--- src/rtl/instr_encoder.sv ---
// Encodes one decoded command per handshake into a 32-bit ARM word and writes it
// to consecutive instruction-memory addresses, flagging illegal immediates.
module instr_encoder #(
    parameter int unsigned ADDR_W = 6
) (
    input  logic              CLK,
    input  logic              reset,
    input  logic              clear,
    input  logic              cmd_valid,
    output logic              cmd_ready,
    input  logic [2:0]        cmd_op,
    input  logic [3:0]        cmd_cond,
    input  logic              cmd_s,
    input  logic              cmd_imm_en,
    input  logic [3:0]        cmd_rd,
    input  logic [3:0]        cmd_rn,
    input  logic [3:0]        cmd_rm,
    input  logic [23:0]       cmd_imm,
    output logic              IMemWE,
    output logic [ADDR_W-1:0] IMemAddr,
    output logic [31:0]       IMemWD,
    output logic [ADDR_W:0]   count,
    output logic              full,
    output logic              err
);

    typedef enum logic [1:0] {
        IDLE   = 2'd0,
        ENCODE = 2'd1,
        WRITE  = 2'd2,
        FULL   = 2'd3
    } state_t;

    typedef enum logic [2:0] {
        OP_AND = 3'd0,
        OP_SUB = 3'd1,
        OP_ADD = 3'd2,
        OP_ORR = 3'd3,
        OP_CMP = 3'd4,
        OP_LDR = 3'd5,
        OP_STR = 3'd6,
        OP_B   = 3'd7
    } op_t;

    typedef struct packed {
        op_t         op;
        logic [3:0]  cond;
        logic        s;
        logic        imm_en;
        logic [3:0]  rd;
        logic [3:0]  rn;
        logic [3:0]  rm;
        logic [23:0] imm;
    } cmd_t;

    localparam logic [ADDR_W-1:0] ADDR_ONE  = 1;
    localparam logic [ADDR_W:0]   COUNT_ONE = 1;

    state_t              state_q, state_d;
    cmd_t                cmd_q, cmd_d;
    logic [31:0]         wd_q, wd_d;
    logic [ADDR_W-1:0]   addr_q, addr_d;
    logic [ADDR_W:0]     count_q, count_d;
    logic                err_q, err_d;

    logic [31:0]         enc_word;
    logic                enc_legal;
    logic [3:0]          dp_opcode;
    logic                dp_s;
    logic [3:0]          dp_rd;
    logic [11:0]         dp_op2;
    logic [11:0]         mem_off;

    // Instruction word built from the latched command
    always_comb begin
        dp_opcode = 4'b0000;
        dp_s      = cmd_q.s;
        dp_rd     = cmd_q.rd;
        dp_op2    = cmd_q.imm_en ? {4'b0000, cmd_q.imm[7:0]} : {8'h00, cmd_q.rm};
        mem_off   = cmd_q.imm_en ? cmd_q.imm[11:0] : {8'h00, cmd_q.rm};
        enc_word  = '0;
        enc_legal = 1'b1;

        unique case (cmd_q.op)
            OP_AND: dp_opcode = 4'b0000;
            OP_SUB: dp_opcode = 4'b0010;
            OP_ADD: dp_opcode = 4'b0100;
            OP_ORR: dp_opcode = 4'b1100;
            OP_CMP: begin
                dp_opcode = 4'b1010;
                dp_s      = 1'b1;
                dp_rd     = 4'b0000;
            end
            default: dp_opcode = 4'b0000;
        endcase

        unique case (cmd_q.op)
            OP_LDR, OP_STR: begin
                enc_word  = {cmd_q.cond, 2'b01, ~cmd_q.imm_en, 4'b1100,
                             (cmd_q.op == OP_LDR), cmd_q.rn, cmd_q.rd, mem_off};
                enc_legal = ~cmd_q.imm_en | (cmd_q.imm[23:12] == '0);
            end
            OP_B: begin
                enc_word  = {cmd_q.cond, 4'b1010, cmd_q.imm};
                enc_legal = 1'b1;
            end
            default: begin
                enc_word  = {cmd_q.cond, 2'b00, cmd_q.imm_en, dp_opcode,
                             dp_s, cmd_q.rn, dp_rd, dp_op2};
                enc_legal = ~cmd_q.imm_en | (cmd_q.imm[23:8] == '0);
            end
        endcase
    end

    always_comb begin
        state_d = state_q;
        cmd_d   = cmd_q;
        wd_d    = wd_q;
        addr_d  = addr_q;
        count_d = count_q;
        err_d   = err_q;

        if (clear) begin
            state_d = IDLE;
            addr_d  = '0;
            count_d = '0;
            err_d   = 1'b0;
        end else begin
            unique case (state_q)
                IDLE: begin
                    if (cmd_valid) begin
                        cmd_d = '{op: op_t'(cmd_op), cond: cmd_cond, s: cmd_s,
                                  imm_en: cmd_imm_en, rd: cmd_rd, rn: cmd_rn,
                                  rm: cmd_rm, imm: cmd_imm};
                        state_d = ENCODE;
                    end
                end
                ENCODE: begin
                    if (enc_legal) begin
                        wd_d    = enc_word;
                        state_d = WRITE;
                    end else begin
                        err_d   = 1'b1;
                        state_d = IDLE;
                    end
                end
                WRITE: begin
                    addr_d  = addr_q + ADDR_ONE;
                    count_d = count_q + COUNT_ONE;
                    state_d = (addr_q == '1) ? FULL : IDLE;
                end
                FULL: state_d = FULL;
                default: state_d = IDLE;
            endcase
        end
    end

    always_ff @(posedge CLK or negedge reset) begin
        if (!reset) begin
            state_q <= IDLE;
            cmd_q   <= '0;
            wd_q    <= '0;
            addr_q  <= '0;
            count_q <= '0;
            err_q   <= 1'b0;
        end else begin
            state_q <= state_d;
            cmd_q   <= cmd_d;
            wd_q    <= wd_d;
            addr_q  <= addr_d;
            count_q <= count_d;
            err_q   <= err_d;
        end
    end

    // A clear landing in WRITE cancels the pending memory write
    assign IMemWE    = (state_q == WRITE) & ~clear;
    assign cmd_ready = (state_q == IDLE) & ~clear;
    assign full      = (state_q == FULL);
    assign IMemAddr  = addr_q;
    assign IMemWD    = wd_q;
    assign count     = count_q;
    assign err       = err_q;

endmodule

--- config.mk ---
export PLATFORM = sky130hd
export DESIGN_NAME = instr_encoder
export DESIGN_NICKNAME = d
export VERILOG_FILES = /design/src/rtl/instr_encoder.sv
export SDC_FILE = /design/constraint.sdc
export NUM_CORES = 1
export LEC_CHECK = 0
export ABC_AREA = 1
export BUFFER_PORTS_ARGS = -buffer_cell sky130_fd_sc_hd__buf_4
export CAP_MARGIN = 20
export CORE_ASPECT_RATIO = 0.9
export CORE_MARGIN = 2
export CORE_UTILIZATION = 55
export CTS_BUF_LIST = sky130_fd_sc_hd__clkbuf_4 sky130_fd_sc_hd__clkbuf_8
export CTS_CLUSTER_SIZE = 16
export DETAILED_ROUTE_END_ITERATION = 6
export GPL_TIMING_DRIVEN = 0
export PLACE_DENSITY = 0.9
export SLEW_MARGIN = 20
export SYNTH_ARGS = -nofsm -noshare
export SYNTH_HDL_FRONTEND = slang
export SYNTH_SLANG_ARGS = --single-unit
--- constraint.sdc ---
create_clock -name CLK -period 1.7 [get_ports CLK]
set_input_delay 0.255 -clock CLK [delete_from_list [all_inputs] [get_ports CLK]]
set_output_delay 0.255 -clock CLK [all_outputs]
set_load 0.02 [all_outputs]
# == After elaboration in Yosys (flattened, before gate mapping) ==
# Cells that the tools add are included.
# totals
elab_cells,62
regBits,93
# classes
reduce_logical,9
muxes,19
n_bitwise,6
n_addsub,2
n_eq_ne,13
# ops
op,n
28-bit one-hot mux with 2 select lines,1
16-bit zero test,1
4-bit one-hot mux with 4 select lines,1
7-bit two-way mux,2
"3-bit equality test, second input constant",4
12-bit zero test,1
12-bit two-way mux,1
6-bit two-way mux,2
2-bit two-way mux,4
8-bit two-way mux,1
2-bit one-hot mux with 4 select lines,1
"7-bit by 1-bit adder with 7-bit output, second input constant",1
"6-bit by 1-bit adder with 6-bit output, second input constant",1
"3-bit by 2-bit equality test with 1-bit output, second input constant",2
"6-bit equality test, second input constant",1
3-bit AND reduction,2
"2-bit equality test, second input constant",2
1-bit two-way mux,4
4-bit two-way mux,1
2-bit nonzero test,2
"3-bit by 1-bit equality test with 1-bit output, second input constant",1
"3-bit != test, second input constant",1
1-bit bitwise AND,2
"2-bit by 1-bit equality test with 1-bit output, second input constant",1
other kinds (7),9

# == Logic depth before layout (Yosys ltp) ==
# Gate-level depths: netlist (run 1).
# depth
word_depth,6
depth_mapped,9
ltp_nobuf,9

# == Worst setup path after synthesis (run 1) ==
# No wires, ideal clock.
# synth_path
path_type,register -> register
start,register state_q[1]
end,register cmd_q[40] in the netlist's numbering
path_slack_ps,92
synth_period_minus_slack_ps,1608
path_stages_with_launch,6
required_time_ps,1575
arrival_ps,1483
setup_ps,125
cell_sequence,dfrtp_1 -> nor3_2 -> nand2_1 -> buf_4 -> buf_6 -> mux2_4
# synth_via
elab_chain_cells,2
# synth_rtl
item,line_no,rtl
"start, declared",59,"state_t state_q, state_d;"
"start signal, assigned",167,state_q <= state_d;
2-bit zero test,129,unique case (state_q)
3-bit AND reduction (no source line),n/a,
"end signal, assigned",168,cmd_q <= cmd_d;
"end, declared",60,"cmd_t cmd_q, cmd_d;"
# Every way passes these cells.
# A chain may end at the register's enable or synchronous reset.

# == Worst setup path after layout (run 1) ==
# Same ends and word-level chain as after synthesis.

==> results of run 1 <==
-- path summary, 6_finish.rpt --
path | cells past startpoint | slack (ns) | end | start
setup / recovery | 5 | 0.09 | cmd_q[40] | state_q[1]
hold / removal | 1 | -0.03 | IMemAddr[0] | reset
setup reg to reg | 5 | 0.09 | cmd_q[40] | state_q[1]
hold reg to reg | 2 | 0.48 | IMemWD[21] | IMemWD[21]
max in group asynchronous | 1 | 1.20 | cmd_q[27] | reset
min in group CLK | 2 | 0.12 | cmd_q[18] | cmd_imm[18]
-- layout by cell type, fill, tap and decap left out, types with 2 or more instances in the layout --
cell type,count
nand2_1,109
buf_4,100
dfrtp_1,93
nor2_1,56
inv_1,48
nand3_1,46
a21oi_1,35
o21ai_0,25
mux2_2,16
clkbuf_8,10
buf_2,8
buf_6,7
nand2_2,4
nor3_2,3
clkbuf_2,3
nor3_1,2
nand4_1,2
ha_1,2
bufinv_16,2
-- synth_stat cells (all sizes together) --
cell type  instances
a21oi             35
nor2              57
nor3               5
mux2              17
o211ai             1
o21ai             25
clkbuf             2
ha                 2
nand3             47
nand4              2
inv               48
xnor2              1
buf               18
nand2            113
dfrtp             93
-- through the flow --
step | power, mW | utilization [%] | instance area (sq um) | hold WS, ns | cells
4_1_cts | 7.14 | 72.4 | 5170 | 0.122 | 671
2_1_floorplan | 4.46 | - | 4110 | -0.0406 | 466
3_3_place_gp | 5.44 | 69.3 | 4950 | 0.460 | 656
5_1_grt | 7.52 | 72.9 | 5210 | 0.0414 | 672
3_5_place_dp | 5.55 | 69.3 | 4950 | 0.462 | 656
6_report | 7.15 | 72.9 | 5210 | -0.0299 | 672
-- sequential cells by signal, summed over array words and instances, names as in the netlist --
signal,count
count,7
err,1
cmd_q,45
IMemWD,32
state_q,2
IMemAddr,6
-- area by class of cell --
cell class | instances | area share [%]
Inverter | 48 | 3.46
Clock buffer | 11 | 2.79
Clock inverter | 4 | 1.39
Sequential cell | 93 | 44.7
Buffer | 20 | 2.79
Timing Repair Buffer | 98 | 14.2
Tap cell | 93 | 2.23
Multi-Input combinational cell | 305 | 28.5
-- critical path: cells and delay by family, from the launching register on --
family / cells / cell delay, ns
buffers and inverters: 2 / 0.37
DFF: 1 / 0.43
muxes: 1 / 0.29
and+or+nand+nor: 2 / 0.40
-- report_power, final --
group	internal (mW)	leakage [nW]	switching (mW)
sequential	2.79	1.13	0.362
combinational	0.972	1.55	1.42
clock	0.875	0.109	0.733
-- cells by family (layout without fill, tap and decap cells) --
logic type | count (synthesis) | after routing | share of synthesized area [%]
flip-flops | 93 | 93 | 56.6
AND/OR/NAND/NOR | 224 | 224 | 22.8
adder cells (fa/ha/maj) | 2 | 2 | 0.609
AO/OA/AOI/OAI | 61 | 61 | 7.49
buffers and inverters | 68 | 181 | 7.55
multiplexers | 17 | 17 | 4.75
XOR/XNOR | 1 | 1 | 0.213
-- layer usage --
metal	vias to the layer above	global-route usage [%]
met4	0	8.83
met3	21	3.43
met5	-	0
met1	1718	34.9
met2	156	43.1
li1	1706	-
-- timing repair --
item	in CTS	in global routing
gates resized for setup	0	11
endpoints found under the setup margin	0	24
buffers inserted	0	1
==> metrics.csv, run 1 <==
stage,metric,value,unit
global_routing,grt_pass1_wl,16100,um
route,routed.top_layer,met4,
route,initialDrtViolationCount,254,
timing,setup_violations,0,
logic_synthesis,syn_avg_cell_area,8.82,sq um
layout,layout-area-overhead-vs-synth,26.8,%
logic_synthesis,synth_nets,517,
logic_synthesis,synth-seq-cells,93,
route,avgRoutedWirePerCell,14.8,um
global_routing,antenna_found_initial,0,
layout,layout-drive-gt1-share,27.5,%
pwr,peakVddDrop,0.000750,V
timing,setup-tns-final,0,ns
setup_path,critPathKind,flop to flop,
die,die_height,86.0,um
logic_synthesis,yosys.area.top_type_share,56.6,%
setup_path,worst_setup_path_end_kind,flop,
layout,nFillCells,500,
route,drcViolationCount,0,
logic_synthesis,yosys.cell_types.count,22,
status,status,"complete, but fails checks",
timing,rsz0062_at_grt,yes,
route,vias,3601,
layout,fin_nets,626,
place,place_ws,0.110,ns
timing,worst_slew_pin_slew,0.802,ns
global_routing,grt_max_degree,94,
route,drtAntennaViolNets,0,
timing,hold_slack,-0.0299,ns
timing,hold_viol,64,
pwr,power.density,1370,nW/um^2
setup_path,required,1.94,ns
route,wl_met1,4180,um
setup_path,cp_max_fo,10,
timing,setup_slack,0.0883,ns
clock_tree,htreeDepth,3,
route,wl_met2,4970,um
clock_tree,clkSinkCount,93,
clock_tree,cts_max_path_buffers,2,
route,routed_wirelength,9980,um
clock_tree,cts-root-buf,clkbuf_8,
timing,finalClockSkew,0.00779,ns
clock_tree,clkTransAtPathRegs,0.08,ns
logic_synthesis,synth_area_leader_cell,dfrtp_1,
clock_tree,cts_buffers,9,
global_routing,grt_pass1_vias,3437,
logic_synthesis,yosysSeqAreaShare,56.6,%
timing,min_period_over_period,94.8,%
pwr,leakage,2.78,nW
setup_path,worstPathCellList,nor3_2 > nand2_1 > buf_4 > buf_6 > mux2_4,
layout,antenna-diode-count,0,
setup_path,critical_path.max_stage_delay,0.43,ns
route,dr_wl_met3,633,um
timing,slew_headroom,46.5,%
place,routabilityCongestion,0.807,
clock_tree,cts_tree,done,
layout,multi_input_area,1490,sq um
global_routing,grtUsageTotal,25.8,%
timing,max_freq,620,MHz
place,hpwl,7300,um
status,violations,negative hold slack,
hold_path,hold_path_class,input port to asynchronous set/reset pin,
die,boundaryPins,98,
die,dieArea,8180,sq um
clock_tree,clk_latency,0.36,ns
logic_synthesis,synth_area_leaders,"dfrtp_1 (57%), nand2_1 (10%), nand3_1 (5.6%), nor2_1 (5.2%), inv_1 (4.4%)",
die,fp.dieW,95.1,um
die,start_util,57.5,%
logic_synthesis,synth_warnings,0,
die,fp-row-count,29,
setup_path,crit_path_start_kind,flop,
global_routing,grt_overflow,0,
die,core-area,7150,sq um
place,portBuffers,97,
route,via_per_inst,5.36,
setup_path,arrival,1.86,ns
clock_tree,ctsHoldBuffers,0,
timing,drv_slew,0,
timing,min_period,1.61,ns
setup_path,critPathSlowestCell,dfrtp_1,
layout,seq_area,2330,sq um
logic_synthesis,syn_inst,466,
flow_run,cap_viol_max_count,0,
route,first_pass_iters,5,
logic_synthesis,synth_area,4110,sq um
(Power assumes the default switching activity.)
==> run 2: changes to the inputs <==
==> constraint.sdc (replaced) <==
create_clock -name CLK -period 1.7 [get_ports CLK]
set_input_delay 0.255 -clock CLK [delete_from_list [all_inputs] [get_ports CLK]]
set_output_delay 0.255 -clock CLK [all_outputs]
set_load 0.05 [all_outputs]
==> run 2 against run 1 <==
Net effect: the run still ends with negative hold slack left; total power up 14%; wire length down 1.5%; first-iteration DRC count down 11%; cell area up 0.38%; worst hold slack better by 0.0041 ns; clock-buffer cell count down 1; sequential share of layout area down 0.17 points; clock skew up 0.0015 ns; worst setup slack better by 0.0064 ns; critical endpoint is now IMemWE; highest routed layer unchanged.
==> metrics.csv, run 2 (same netlist as run 1, synthesis figures left out) <==
stage,metric,value,unit
status,status,"complete, but fails checks",
status,violations,negative hold slack,
place,routabilityCongestion,0.872,
clock_tree,cts_max_path_buffers,2,
timing,setup_slack,0.0946,ns
pwr,net-switching-power,3.39,mW
route,drtAntennaViolNets,0,
timing,min_period_over_period,94.4,%
setup_path,arrival,1.35,ns
setup_path,worst_setup_path_end_kind,output pin,
clock_tree,clkTransAtPathRegs,0.09,ns
layout,max_flop_register,cmd_q,
layout,mostFrequentLayoutCells,"nand2_1 (109), buf_4 (101), dfrtp_1 (93)",
place,place_ws,0.101,ns
clock_tree,cts-root-buf,clkbuf_8,
timing,rsz0062_at_grt,no,
route,initialDrtViolationCount,226,
place,place_area,4960,sq um
global_routing,grt_overflow,0,
setup_path,r2r_end,cmd_q[6],
layout,utilization,73.2,%
route,routed_wirelength,9830,um
die,fp-row-count,29,
global_routing,grt_max_degree,94,
pwr,p_comb_share,39.9,%
pwr,leakage,2.79,nW
timing,worst_slew_pin_slew,0.794,ns
setup_path,required,1.44,ns
place,hpwl,7180,um
route,drcViolationCount,0,
setup_path,critPathKind,flop to output pin,
route,routed.top_layer,met4,
pwr,power_frac_seq,38.5,%
timing,finalClockSkew,0.00932,ns
timing,drv_slew,0,
clock_tree,cts_tree,done,
layout,layout-drive-gt1-share,27.6,%
hold_path,hold_path_class,input port to asynchronous set/reset pin,
timing,hold_slack,-0.0258,ns
layout,antenna-diode-count,0,
timing,hold_viol,82,
setup_path,cp_max_fo,10,
global_routing,grt_pass1_vias,3412,
route,wl_met2,4820,um
pwr,p_int,4.77,mW
clock_tree,ctsHoldBuffers,0,
timing,slew_headroom,47.1,%
die,fp.dieW,95.1,um
die,dieArea,8180,sq um
route,dr_wl_met3,769,um
die,start_util,57.5,%
global_routing,grtUsageTotal,25.8,%
timing,setup_violations,0,
route,vias,3571,
clock_tree,htreeDepth,3,
clock_tree,clk_latency,0.35,ns
layout,design_area,5230,sq um
layout,final_common_cell,nand2_1,
layout,fin_nets,625,
route,via_per_inst,5.31,
setup_path,ff2ff_setup_slack,0.09,ns
clock_tree,clkSinkCount,93,
pwr,power.density,1560,nW/um^2
global_routing,grt_pass1_wl,16200,um
timing,max_freq,623,MHz
route,first_pass_iters,5,
pwr,peakVddDrop,0.000715,V
die,boundaryPins,98,
die,core-area,7150,sq um
timing,min_period,1.61,ns
clock_tree,cts_buffers,9,
flow_run,cap_viol_max_count,0,
die,die_height,86.0,um
route,wl_met1,4100,um
setup_path,crit_path_start_kind,flop,
route,avgRoutedWirePerCell,14.6,um
global_routing,antenna_found_initial,0,
setup_path,rr_startpoint,state_q[1],
place,portBuffers,97,
pwr,switching_share,41.6,%
layout,largest_reg_flops,45,
pwr,power.share.clock,21.6,%
layout,layout-area-overhead-vs-synth,27.3,%
clock_tree,post-cts-setup-buffers,0,
setup_path,r2r_cells,5,
[run 2: worst max-delay path by stage]
stage	start	to	slack, ns	depth (start not counted)
after CTS	state_q[0]	IMemWE	0.01	4
after global routing	cmd_q[43]	IMemWD[0]	0.004	9
after floorplan	state_q[1]	cmd_q[40]	-0.07	5
after detailed placement	state_q[1]	cmd_q[42]	0.10	6
final	state_q[0]	IMemWE	0.09	4
after global placement	state_q[1]	cmd_q[34]	0.14	6
[run 2: layout make-up]
| class | count | area, sq um |
|---|---|---|
| inverter | 48 | 180 |
| multi-input combinational | 305 | 1500 |
| clock buffer | 10 | 131 |
| tap | 93 | 116 |
| fill | 505 | 1920 |
| clock inverter | 6 | 111 |
| buffer | 20 | 133 |
| timing repair buffer | 97 | 736 |
| sequential | 93 | 2330 |
[run 2: layer usage]
metal | global-route usage (%) | vias to the layer above
li1 | - | 1707
met1 | 36.1 | 1684
met2 | 41.4 | 164
met3 | 4.22 | 16
met4 | 8.30 | 0
met5 | 0 | -
[run 2: critical path: stages (launching register included)]
cell and delay (ns):
dfrtp_1 0.45, inv_2 0.11, nand2_4 0.10, nor2_4 0.16, buf_6 0.18
[run 2: power by group through the flow]
stage | Sequential (mW) | Combinational [mW] | Clock [mW]
floorplan | 4.41 | 0.910 | 0
global placement | 3.14 | 3.18 | 0
detailed placement | 3.16 | 3.25 | 0
CTS | 3.13 | 3.26 | 1.76
global route | 3.20 | 3.47 | 1.87
finish | 3.14 | 3.25 | 1.77
[run 2: timing repair]
action / CTS / global route
resized for setup: 2 / 7
setup endpoints to repair: 1 / 26
endpoints found under the hold margin: 0 / 0
pin swaps: 0 / 0
[run 2: through the flow]
step	setup TNS (ns)	std cells	total power, mW	hold WS [ns]
after floorplan	-0.0684	466	5.32	-0.0406
final	0	672	8.16	-0.0258
after global placement	0	656	6.32	0.455
after detailed placement	0	656	6.42	0.461
after global routing	0	672	8.53	0.0448
after CTS	0	672	8.15	0.119
==> run 3: changes to the inputs <==
CORE_UTILIZATION = 41   (was 55)
PLACE_DENSITY = 0.72   (was 0.9)
RECOVER_POWER = 50   (was default)
==> run 3 against run 2 <==
Net effect: the run now ends clean; sequential power about the same; final cell count up 5.2%; clock power down 24%; via count down 4.2%; global-route usage down 6.2 points; combinational power down 6%; first-iteration DRC count down 29%; critical path depth up 1; wire length up 0.69%; register-to-register slack about the same; largest power group is now sequential cells; die area up 33%; highest routed layer unchanged.
==> metrics.csv, run 3 (same netlist as run 1, synthesis figures left out) <==
stage,metric,value,unit
status,status,"finished, final reports clean",
place,hpwl,7490,um
timing,min_period,1.61,ns
global_routing,grt_pass1_vias,3411,
layout,final_cells,707,
layout,design_area,5170,sq um
flow_run,cap_viol_max_count,0,
timing,hold_viol,0,
setup_path,crit_path_start_kind,flop,
timing,worst_slew_pin_slew,1.13,ns
die,start_util,42.4,%
setup_path,worstPathCellList,nor3_4 > nand2_1 > buf_4 > buf_6 > mux2_4,
setup_path,rr_startpoint,state_q[1],
route,avgRoutedWirePerCell,14.0,um
setup_path,cp_num_buf_inv,2,
die,fp-row-count,34,
clock_tree,clk_latency,0.36,ns
setup_path,arrival,1.86,ns
clock_tree,cts_tree,done,
place,place_inst,690,
layout,antenna-diode-count,0,
timing,finalClockSkew,0.0143,ns
timing,setup_violations,0,
clock_tree,clkSinkCount,93,
global_routing,antenna_found_initial,0,
route,drtAntennaViolNets,0,
layout,layout-drive-gt1-share,24.6,%
clock_tree,cts_max_path_buffers,2,
global_routing,grt_overflow,0,
pwr,power.density,1460,nW/um^2
clock_tree,cts_buffers,9,
hold_path,hp-start,cmd_cond[2],
route,routed_wirelength,9900,um
die,dieArea,10800,sq um
layout,multi_input_area,1500,sq um
global_routing,grt_pass1_wl,16300,um
layout,nFillCells,936,
die,boundaryPins,98,
setup_path,required,1.95,ns
hold_path,hold_path_class,input port to flop,
place,portBuffers,97,
layout,final_common_cell,nand2_1,
layout,max_flop_register,cmd_q,
route,first_pass_iters,7,
setup_path,critPathSlowestCell,dfrtp_2,
layout,mostFrequentLayoutCells,"nand2_1 (109), dfrtp_1 (92), buf_4 (82)",
clock_tree,htreeDepth,3,
route,vias,3422,
timing,max_freq,621,MHz
clock_tree,cts-root-buf,clkbuf_8,
place,routabilityCongestion,0.881,
setup_path,critical_path.max_stage_delay,0.46,ns
die,core-area,9700,sq um
global_routing,grt_max_degree,51,
place,place_area,5030,sq um
pwr,peakVddDrop,0.000642,V
layout,largest_reg_flops,45,
timing,rsz0062_at_grt,no,
die,die_height,99.0,um
setup_path,worst_setup_path_end_kind,flop,
timing,drv_slew,0,
layout,seq_area,2330,sq um
setup_path,critPathKind,flop to flop,
layout,fin_nets,627,
global_routing,grtUsageTotal,19.6,%
timing,hold_slack,0.126,ns
layout,layout-area-overhead-vs-synth,25.9,%
route,via_per_inst,4.84,
pwr,leakage,2.71,nW
timing,min_period_over_period,94.8,%
route,initialDrtViolationCount,161,
die,fp.dieW,110,um
setup_path,critPathLaunch,state_q[1],
setup_path,cp_max_fo,10,
setup_path,crit_family,flip-flops,
layout,utilization,53.3,%
route,drcViolationCount,0,
clock_tree,clkTransAtPathRegs,0.09,ns
timing,slew_headroom,25.0,%
==> run 3: cell count changes in the layout (fill, tap and decap cells not counted), sizes merged <==
cell and change:
clkinv +1, clkbuf +22, buf -19, dlygate4sd3 +1
bufinv -3
==> run 3: through the flow <==
step           TNS, ns  total power [mW]  setup WS [ns]
6_report             0              7.56         0.0885
5_1_grt              0              8.03        0.00803
4_1_cts              0              7.81        0.00873
3_5_place_dp         0              6.44         0.0935
3_3_place_gp         0              6.36          0.130
2_1_floorplan  -0.0684              5.32        -0.0684
==> run 3: area by class of cell <==
type	count	area share, %
sequential	93	45.0
multi-input combinational	305	28.9
timing repair buffer	99	13.4
inverter	48	3.48
clock buffer	12	3.07
tap	126	3.05
buffer	20	2.59
clock inverter	4	0.435
==> run 3: what timing repair did <==
| item | 4_1_cts | 5_1_grt |
|---|---|---|
| buffers inserted | 0 | 0 |
| hold buffers | 1 | 0 |
| resized for setup | 1 | 10 |
| endpoints found under the hold margin | 43 | 0 |
| setup endpoints to repair | 1 | 19 |
| gates cloned | 0 | 0 |
==> run 3: per-layer routing <==
metal	wire length [um]	part of all wire (%)	track usage, %
met5	0	0	0
met3	471	4.8	4.37
met2	4610	47	31.4
met1	4650	47	26.1
met4	167	1.7	6.72
==> run 3: path summary, 6_finish.rpt <==
path,end,slack (ns),cells after the start
worst max-delay path,cmd_q[40],0.09,5
worst min-delay path,cmd_q[40],0.13,2
worst max register to register,cmd_q[40],0.09,5
worst min register to register,IMemWD[16],0.47,2
max in group asynchronous,cmd_q[39],0.24,3
min in group asynchronous,IMemAddr[2],0.64,2
==> run 3: where the power goes <==
part / switching, mW / internal (mW) / total (mW)
Clock: 0.731 / 0.621 / 1.35
Combinational: 2.26 / 0.807 / 3.07
Sequential: 0.346 / 2.79 / 3.14
Total: 3.34 / 4.22 / 7.56
